==> src/rtl/axi_resp_pkg.sv <==
// Shared types for the AXI write-response generator: FSM states, response codes,
// and the queued entry (transaction ID plus error tag).
package axi_resp_pkg;

   typedef enum logic [1:0] {
      IDLE = 2'd0,
      WAIT = 2'd1,
      RESP = 2'd2
   } resp_fsm_t;

   localparam logic [1:0] AXI_RESP_OKAY   = 2'b00;
   localparam logic [1:0] AXI_RESP_SLVERR = 2'b10;

   // Widest ID any instance may carry; narrower IDs are zero-extended into it.
   localparam int ID_MAX_W = 16;

   typedef struct packed {
      logic [ID_MAX_W-1:0] id;
      logic                err;
   } axi_entry_t;

   function automatic logic [1:0] resp_code(input logic err);
      return err ? AXI_RESP_SLVERR : AXI_RESP_OKAY;
   endfunction

endpackage

==> src/rtl/axi_id_fifo.sv <==
// Synchronous in-order FIFO holding accepted AW entries until their B response
// completes. Pointers wrap modulo DEPTH (power of two).
module axi_id_fifo #(
   parameter int WIDTH = 8,
   parameter int DEPTH = 4
) (
   input  logic                     clk,
   input  logic                     rst_n,
   input  logic                     push,
   input  logic [WIDTH-1:0]         din,
   input  logic                     pop,
   output logic [WIDTH-1:0]         dout,
   output logic                     full,
   output logic                     empty,
   output logic [$clog2(DEPTH):0]   count
);

   localparam int AW = $clog2(DEPTH);
   localparam int CW = AW + 1;

   logic [WIDTH-1:0] mem [DEPTH];
   logic [AW-1:0]    wr_ptr;
   logic [AW-1:0]    rd_ptr;
   logic             do_push;
   logic             do_pop;

   assign full    = (count == CW'(DEPTH));
   assign empty   = (count == '0);
   assign do_push = push && !full;
   assign do_pop  = pop && !empty;
   assign dout    = mem[rd_ptr];

   always_ff @(posedge clk) begin
      if (do_push) mem[wr_ptr] <= din;
   end

   always_ff @(posedge clk or negedge rst_n) begin
      if (!rst_n) begin
         wr_ptr <= '0;
         rd_ptr <= '0;
         count  <= '0;
      end else begin
         if (do_push) wr_ptr <= wr_ptr + AW'(1);
         if (do_pop)  rd_ptr <= rd_ptr + AW'(1);
         case ({do_push, do_pop})
            2'b10:   count <= count + CW'(1);
            2'b01:   count <= count - CW'(1);
            default: count <= count;
         endcase
      end
   end

endmodule

==> src/rtl/axi_b_resp_gen.sv <==
// AXI write-response generator: queues AW IDs and returns B responses in order
// after a programmable idle delay. Optional tracing under AXI_B_RESP_TRACE_EN.
module axi_b_resp_gen
   import axi_resp_pkg::*;
#(
   parameter int ID_WIDTH    = 4,
   parameter int DEPTH       = 4,
   parameter int DELAY_WIDTH = 4
) (
   input  logic                     sys_clk,
   input  logic                     sys_rst_n,
`ifdef AXI_B_RESP_TRACE_EN
   input  int                       file_fd,
`endif
   input  logic                     aw_valid,
   output logic                     aw_ready,
   input  logic [ID_WIDTH-1:0]      aw_id,
   output logic                     b_valid,
   input  logic                     b_ready,
   output logic [ID_WIDTH-1:0]      b_id,
   output logic [1:0]               b_resp,
   input  logic [DELAY_WIDTH-1:0]   cfg_delay,
   input  logic                     cfg_err,
   output logic [$clog2(DEPTH):0]   outstanding,
   output logic                     busy
);

   localparam int CNT_W = $clog2(DEPTH) + 1;

   resp_fsm_t              state;
   logic [DELAY_WIDTH-1:0] delay_cnt;
   axi_entry_t             push_entry;
   axi_entry_t             head_entry;
   resp_fsm_t              launch_state;
   logic                   push;
   logic                   pop;
   logic                   full;
   logic                   empty;
   logic                   more_after_pop;

   assign push_entry     = '{id: ID_MAX_W'(aw_id), err: cfg_err};
   assign aw_ready       = !full;
   assign push           = aw_valid && aw_ready;
   assign b_valid        = (state == RESP);
   assign pop            = b_valid && b_ready;
   assign busy           = !empty;
   assign b_id           = b_valid ? ID_WIDTH'(head_entry.id) : '0;
   assign b_resp         = b_valid ? resp_code(head_entry.err) : AXI_RESP_OKAY;
   assign launch_state   = (cfg_delay != '0) ? WAIT : RESP;
   // Head is still in the queue while RESP is active, so more than one entry
   // (or a same-cycle push) means another response follows this pop.
   assign more_after_pop = (outstanding > CNT_W'(1)) || push;

   axi_id_fifo #(
      .WIDTH ($bits(axi_entry_t)),
      .DEPTH (DEPTH)
   ) u_fifo (
      .clk   (sys_clk),
      .rst_n (sys_rst_n),
      .push  (push),
      .din   (push_entry),
      .pop   (pop),
      .dout  (head_entry),
      .full  (full),
      .empty (empty),
      .count (outstanding)
   );

   always_ff @(posedge sys_clk or negedge sys_rst_n) begin
      if (!sys_rst_n) begin
         state     <= IDLE;
         delay_cnt <= '0;
      end else begin
         unique case (state)
            IDLE: begin
               if (!empty) begin
                  state     <= launch_state;
                  delay_cnt <= cfg_delay;
               end
            end
            WAIT: begin
               delay_cnt <= delay_cnt - DELAY_WIDTH'(1);
               if (delay_cnt == DELAY_WIDTH'(1)) state <= RESP;
            end
            RESP: begin
               if (b_ready) begin
                  if (more_after_pop) begin
                     state     <= launch_state;
                     delay_cnt <= cfg_delay;
                  end else begin
                     state <= IDLE;
                  end
               end
            end
            default: state <= IDLE;
         endcase
      end
   end

`ifdef AXI_B_RESP_TRACE_EN
   always @(posedge sys_clk) begin
      if (sys_rst_n) begin
         if (push) $display("aw id=%0d", aw_id);
         if (pop)  $display("b id=%0d resp=%0d @%0t", b_id, b_resp, $time);
      end
   end
`endif

endmodule
==> config.mk <==
export PLATFORM = sky130hd
export DESIGN_NAME = axi_b_resp_gen
export DESIGN_NICKNAME = d
export VERILOG_FILES = /design/src/rtl/axi_resp_pkg.sv /design/src/rtl/axi_id_fifo.sv /design/src/rtl/axi_b_resp_gen.sv
export SDC_FILE = /design/constraint.sdc
export NUM_CORES = 1
export LEC_CHECK = 0
export CAP_MARGIN = 20
export CORE_UTILIZATION = 35
export DETAILED_ROUTE_END_ITERATION = 6
export HOLD_SLACK_MARGIN = 0.15
export PLACE_DENSITY = 0.66
export SLEW_MARGIN = 20
export SYNTH_ARGS = -nofsm -noshare
export SYNTH_HDL_FRONTEND = slang
export SYNTH_HIERARCHICAL = 1
export SYNTH_SLANG_ARGS = --single-unit
==> constraint.sdc <==
create_clock -name sys_clk -period 2.1 [get_ports sys_clk]
set_input_delay 0.42 -clock sys_clk [delete_from_list [all_inputs] [get_ports sys_clk]]
set_output_delay 0.42 -clock sys_clk [all_outputs]
set_load 0.02 [all_outputs]
==> metrics.cfg <==
[global_route]
grt_pass1_vias = 1192
grt_max_degree = 14
grt_first_pass_wirelength_um = 5820
grt_usage = 0.153
antenna_found_initial = 0
grt-ovfl-total = 0

[yosys]
synth_fp_nets = 154
postSynthAreaPerCell_um2 = 13.0
postSynthCellCount = 133
synth_area_um2 = 1730
ys.warnings.count = 6

[floorplan]
rows = 25
core_um2 = 4720
initial_core_util = 0.366
dieArea_um2 = 5220
boundaryPins = 25
die_y_um = 72.3
fp.dieW_um = 72.3

[timing]
slew_violations = 0
tightestPinTransition_ps = 653
setup_ws_ps = 53.7
grt_setup_unrepaired = true
min_period_ps = 2050
period_share = 0.974
fin_skew_ps = 6.62
finalHoldViolCount = 0
fmax_mhz = 489
relSlewSlack = 0.563
setup_violations = 0

[clocking]
cts_buffer_depth = 2
clkSinkCount = 33
cts_tree = yes
worstSkewPairLatency_ps = 290
postCtsHoldBufs = 0
htreeDepth = 2
clk_pin_slew_ps = 70
cts_buffers = 5
cts_root_buffer = clkbuf_8

[run_status]
status = completed

[detailed_routing]
vias = 1153
routed_via_density = 4.86
drt_iter0_drc = 100
drt_first_pass_iters = 4
ant_nets = 0
totalWireLength_um = 3480
wire_per_inst_um = 14.7
drc_errors = 0

[pwr]
irDropWorstVdd_mv = 0.595
p_per_area_nw_per_um2 = 1370
power.leakage_uw = 0.000864

[worst_setup_path]
r2r_cells = 10
path_class = flip-flop to output port
startpoint = u_fifo/rd_ptr[0]
r2r-start = u_fifo/count[1]
startpoint_type = flip-flop
cp_max_fo = 6
crit_required_ps = 1680
crit_end = b_id[1]
timing.rr.end = u_fifo/count[2]
ff2ff_setup_slack_ps = 90
end_kind = output port
worstPathArrival_ps = 1630

[place]
dpl_cell_area_um2 = 2090
post-dp-hpwl_um = 2590
io_buffers = 23
place_congestion = 0.792
pre_cts_slack_ps = -148
dp.cells = 228

[final_layout]
final_nets = 190
final_area_um2 = 2180
fin_cells = 237
area_growth_pct = 26.1
antenna_cells = 0
drive_gt1_frac = 0.259

[run]
cap_violations = 0

[worst_hold_path]
holdCritPathClass = input port to asynchronous set/reset pin

metal layers:
layer,global-route usage,share of wire,up-vias
li1,-,-,543
met1,0.176,0.41,574
met2,0.260,0.53,28
met3,0.0528,0.040,8
met4,0.0654,0.020,0
met5,0,0,-
worst max-delay path, stage by stage, from the launching register on:
cell,delay (ps)
dfrtp_2,460
buf_6,120
mux4_2,480
and2_4,150
buf_6,120
layout by cell type, fill, tap and decap left out, types with 5 or more instances in the layout:
master	count
edfxtp_1	20
clkdlybuf4s50_1	17
inv_1	12
buf_4	11
and2_1	9
dfrtp_1	9
nor2_1	7
ha_1	6
a21oi_1	5
o21ai_0	5
nand2_1	5
clkbuf_8	5
report_power, final:
group          leakage, uW  internal (uW)  total, uW  switching (uW)
clock network    0.0000439            228        458             230
logic             0.000488            691       1360             669
registers         0.000332            921       1160             238
repair_timing:
action | in CTS | in global routing
gates resized for setup | 26 | 6
buffers inserted | 1 | 0
endpoints found under the setup margin | 7 | 4
pin swaps | 0 | 2
worst min path at each step:
stage	from	end	slack (ps)	depth (start not counted)
2_1_floorplan	sys_rst_n	delay_cnt[0]	120	0
3_3_place_gp	delay_cnt[1]	delay_cnt[1]	520	2
3_5_place_dp	delay_cnt[3]	delay_cnt[3]	530	1
4_1_cts	sys_rst_n	delay_cnt[0]	540	1
5_1_grt	sys_rst_n	delay_cnt[0]	560	1
6_report	sys_rst_n	delay_cnt[0]	530	1
flip-flops by register name (all words and copies together), names as in the netlist:
register	count
delay_cnt	4
state	2
u_fifo/count	3
u_fifo/mem	20
u_fifo/rd_ptr	2
u_fifo/wr_ptr	2
through the flow:
step	hold WS, ps	setup TNS (ps)	util	power, uW
finish	528	0	0.461	2980
global route	565	-41.5	0.461	3210
CTS	544	-2.62	0.459	2970
detailed placement	529	-691	0.443	2490
global placement	516	-372	0.443	2410
floorplan	124	0	-	2050
layout make-up:
cell class                      instances  area [um^2]
Clock buffer                            5         68.8
Clock inverter                          3         17.5
Fill cell                             421         2540
Inverter                               13         53.8
Multi-Input combinational cell         81          719
Sequential cell                        33          931
Tap cell                               67         83.8
Timing Repair Buffer                   35          304
(Power assumes the default switching activity.)
==> patch 1: new RTL, same flow settings <==
Re-encode `resp_fsm_t` (3 states) as one-hot, 3 bits wide.
--- a/src/rtl/axi_resp_pkg.sv
+++ b/src/rtl/axi_resp_pkg.sv
@@ -4,6 +4,6 @@
 
-   typedef enum logic [1:0] {
-      IDLE = 2'd0,
-      WAIT = 2'd1,
-      RESP = 2'd2
+   typedef enum logic [2:0] {
+      IDLE = 3'b001,
+      WAIT = 3'b010,
+      RESP = 3'b100
    } resp_fsm_t;
Function: no difference found for any inputs over 10 cycles, from zero or initial values and one cycle with sys_rst_n low; not proved beyond that.
==> patch 1 against the unedited design <==
- total power shrank 10%
- routed wire length down 5.9%
- sequential cell count up 1
- clock skew fell by 1.8 ps
- register-to-register slack got worse by 50 ps
- setup slack lost 8.9 ps
- design area up 2.6%
- synthesized area shrank 0.72%
- count of clock-buffer cells in the layout did not move
==> patch 1: results (changes against the unedited design) <==
[status]
status=complete, no violations

[clock_network]
clk_pin_slew_ps=70  ; about the same
cts_htree_levels=2  ; unchanged
clock_latency_ps=290  ; about the same
cts_max_path_buffers=2  ; unchanged
cts_buffers=5  ; unchanged
cts_setup_buffers=3  ; +2
post_cts_resized=22  ; -15%
root_buffer=clkbuf_8

[timing]
fin_worst_skew_ps=4.87  ; -1.75 ps
period_minus_slack_ps=2060  ; +8.87 ps
worstMarginPinSlew_ps=656  ; +3.49 ps

[global_route]
grt_max_degree=15  ; +1
grt_pass1_wl_um=5250  ; -9.7%
groute.usage.overall=0.141  ; -0.0118
antenna_found_initial=0  ; unchanged
grt_pass1_vias=1196  ; +0.34%

[setup_path]
crit_end=u_fifo/count[2]$_DFFE_PN0P_
r2r_slack_ps=40  ; -50 ps
path_max_fanout=2  ; -4
r2r_cells=9  ; -1
crit_start=state[1]$_DFFE_PN0P_
worstPathArrival_ps=2260  ; +630 ps

[drt]
first_pass_iters=4  ; unchanged
top_layer=met4
drtIter0Drc=40  ; -60%
avgViaCountPerCell=4.72  ; -2.9%
wl_per_cell_um=13.8  ; -6.3%
wl_met2_um=1650  ; -11%
route.layer.met1.wl_um=1390  ; -1.6%
dr_wl_met3_um=152  ; +8.6%

[power]
internal_power_mw=1.75  ; -4.9%
clockNetworkPower_mw=0.464  ; +1%
pwr-share-seq=0.402  ; +0.013
vdd_drop_max_mv=0.459  ; -23%
leakagePower_nw=0.914  ; +5.8%

[worst_hold_path]
min_path_type=primary input to async pin

[placement]
numPortBuffers=23  ; unchanged
dp_hpwl_um=2400  ; -7.2%
placedInstanceArea_sq_mm=0.00210  ; +0.24%
place_ws_ps=-286  ; -139 ps
place_congestion=0.797  ; +0.67%

[synthesis]
syn-num-nets=145  ; -5.8%
ys.warnings.count=6  ; unchanged

[finish]
reg_top3=u_fifo/mem (20), delay_cnt (4)
layout-drive-gt1-share=0.298  ; +0.0394
insertedDiodeCount=0  ; unchanged
fin_nets=191  ; +0.53%

[flow_run]
drv_cap=0  ; unchanged

patch 1: cell type report:
class                   count  area [sq um]
clock buffers               5          68.8
inverters                  11          41.3
fillers                   442          2490
flip-flops and latches     34           953
repair buffers             44           387
multi-input cells          74           684
well taps                  67          83.8
clock inverters             3          16.3
patch 1: critical path, cell delays in order, from the launching register on:
cell and delay (ps):
dfrtp_1 410, nor3b_4 210, and2_1 150, o31a_1 170, ha_2 200, inv_2 40, fa_2 320, xor2_1 140
nor2_1 140, xor2_1 190
patch 1: routing by layer:
metal	global-route usage	vias up
li1	-	528
met1	0.151	555
met2	0.238	32
met3	0.0611	9
met4	0.0741	0
met5	0	-
patch 1: stage by stage:
step           hold slack [ps]  power, mW  utilization  std cells  setup TNS [ps]
2_1_floorplan              124       1.76            -        124            -140
3_3_place_gp               546       2.10        0.445        224            -470
3_5_place_dp               547       2.15        0.445        224            -729
4_1_cts                    555       2.66        0.466        235           -51.9
5_1_grt                    591       2.87        0.473        238            -123
6_report                   530       2.68        0.473        238               0
==> patch 2: new RTL, same flow settings <==
Made on the original files. `DEPTH` is set to 4 in 2 places; all go to 8.
--- a/src/rtl/axi_id_fifo.sv
+++ b/src/rtl/axi_id_fifo.sv
@@ -4,3 +4,3 @@
    parameter int WIDTH = 8,
-   parameter int DEPTH = 4
+   parameter int DEPTH = 8
 ) (
--- a/src/rtl/axi_b_resp_gen.sv
+++ b/src/rtl/axi_b_resp_gen.sv
@@ -6,3 +6,3 @@
    parameter int ID_WIDTH    = 4,
-   parameter int DEPTH       = 4,
+   parameter int DEPTH       = 8,
    parameter int DELAY_WIDTH = 4
Ports: changed (resized outstanding); port bits go from 25 to 26. No check against the original RTL was run, so the function may have changed too.
==> patch 2 against the unedited design <==
- the flow now finishes with violations (negative setup slack)
- non-clock buffer count is 32 higher
- critical path type is now flip-flop to flip-flop
- design area is 65% higher
- global-route usage down 1.5 points
- worst hold slack lost 110 ps
- total power is 59% higher
- routed wire length rose by 47%
- sequential cell count increased by 23
- first-iteration DRC count rose by 35%
- setup slack got worse by 370 ps
- final cell count increased by 47%
- critical endpoint is now u_fifo/count[3]$_DFFE_PN0P_
- synthesized area rose by 56%
- combinational power increased by 72%
- clock power rose by 55%
==> patch 2: results (changes against the unedited design) <==
[global_route]
use_met3=0.0203  ; -0.0325
gr-usage-met1=0.192  ; +0.0154
groute.usage.overall=0.138  ; -0.0148
grt_max_degree=18  ; +4

[setup_path]
r2r_slack_ps=-310  ; -400 ps
r2r_end=u_fifo/count[3]$_DFFE_PN0P_
path_max_fanout=3  ; -3
crit_slowest_cell=or4b_4

[finish]
buffers=67  ; +91%
reg_top3=u_fifo/mem (40), delay_cnt (4), u_fifo/count (4)
seq_share=0.448  ; +0.0206
multi_input_gates=104  ; +28%
n_fill_cell=663  ; +57%
stdcell_area_sq_mm=0.00359  ; +65%

[clock_network]
cts_sinks=56  ; +70%
post_cts_resized=54  ; +110%

[timing]
finalSetupTns_ps=-1740  ; -1740 ps
final.hold.worst_slack_ps=417  ; -111 ps
finalSetupViolCount=9  ; +9
setup_ws_ps=-312  ; -366 ps

[drt]
avgViaCountPerCell=4.75  ; -2.4%
wl_per_cell_um=14.7  ; +0.11%
route.layer.met1.wl_um=2360  ; +67%
drtIter0Drc=135  ; +35%

[status]
violations=negative setup slack
status=complete, but fails checks

[placement]
placedInstanceArea_sq_mm=0.00333  ; +59%
numPortBuffers=24  ; +4.3%

[power]
leakagePower_nw=1.38  ; +60%

## patch 2: cell types whose count changed in the layout (fill, tap and decap cells not counted), sizes merged, moves of 4 or more
cell	change
and2	-4
buf	+32
edfxtp	+20
mux2	+7
mux4	+5
nand2	+4
nand3	+4
nor2	+4
o21ai	-4
## patch 2: worst max path at each step
stage,endpoint,slack (ps),cells after the start
4_1_cts,b_id[0],-330,6
3_5_place_dp,u_fifo/count[3]$_DFFE_PN0P_,-470,9
5_1_grt,u_fifo/count[3]$_DFFE_PN0P_,-370,10
2_1_floorplan,u_fifo/count[3]$_DFFE_PN0P_,-510,10
6_report,u_fifo/count[3]$_DFFE_PN0P_,-310,10
3_3_place_gp,u_fifo/count[3]$_DFFE_PN0P_,-430,9
## patch 2: where the power goes
part	internal, mW	total, mW	switching, mW
logic	1.32	2.34	1.02
registers	1.48	1.70	0.221
clock network	0.361	0.708	0.347
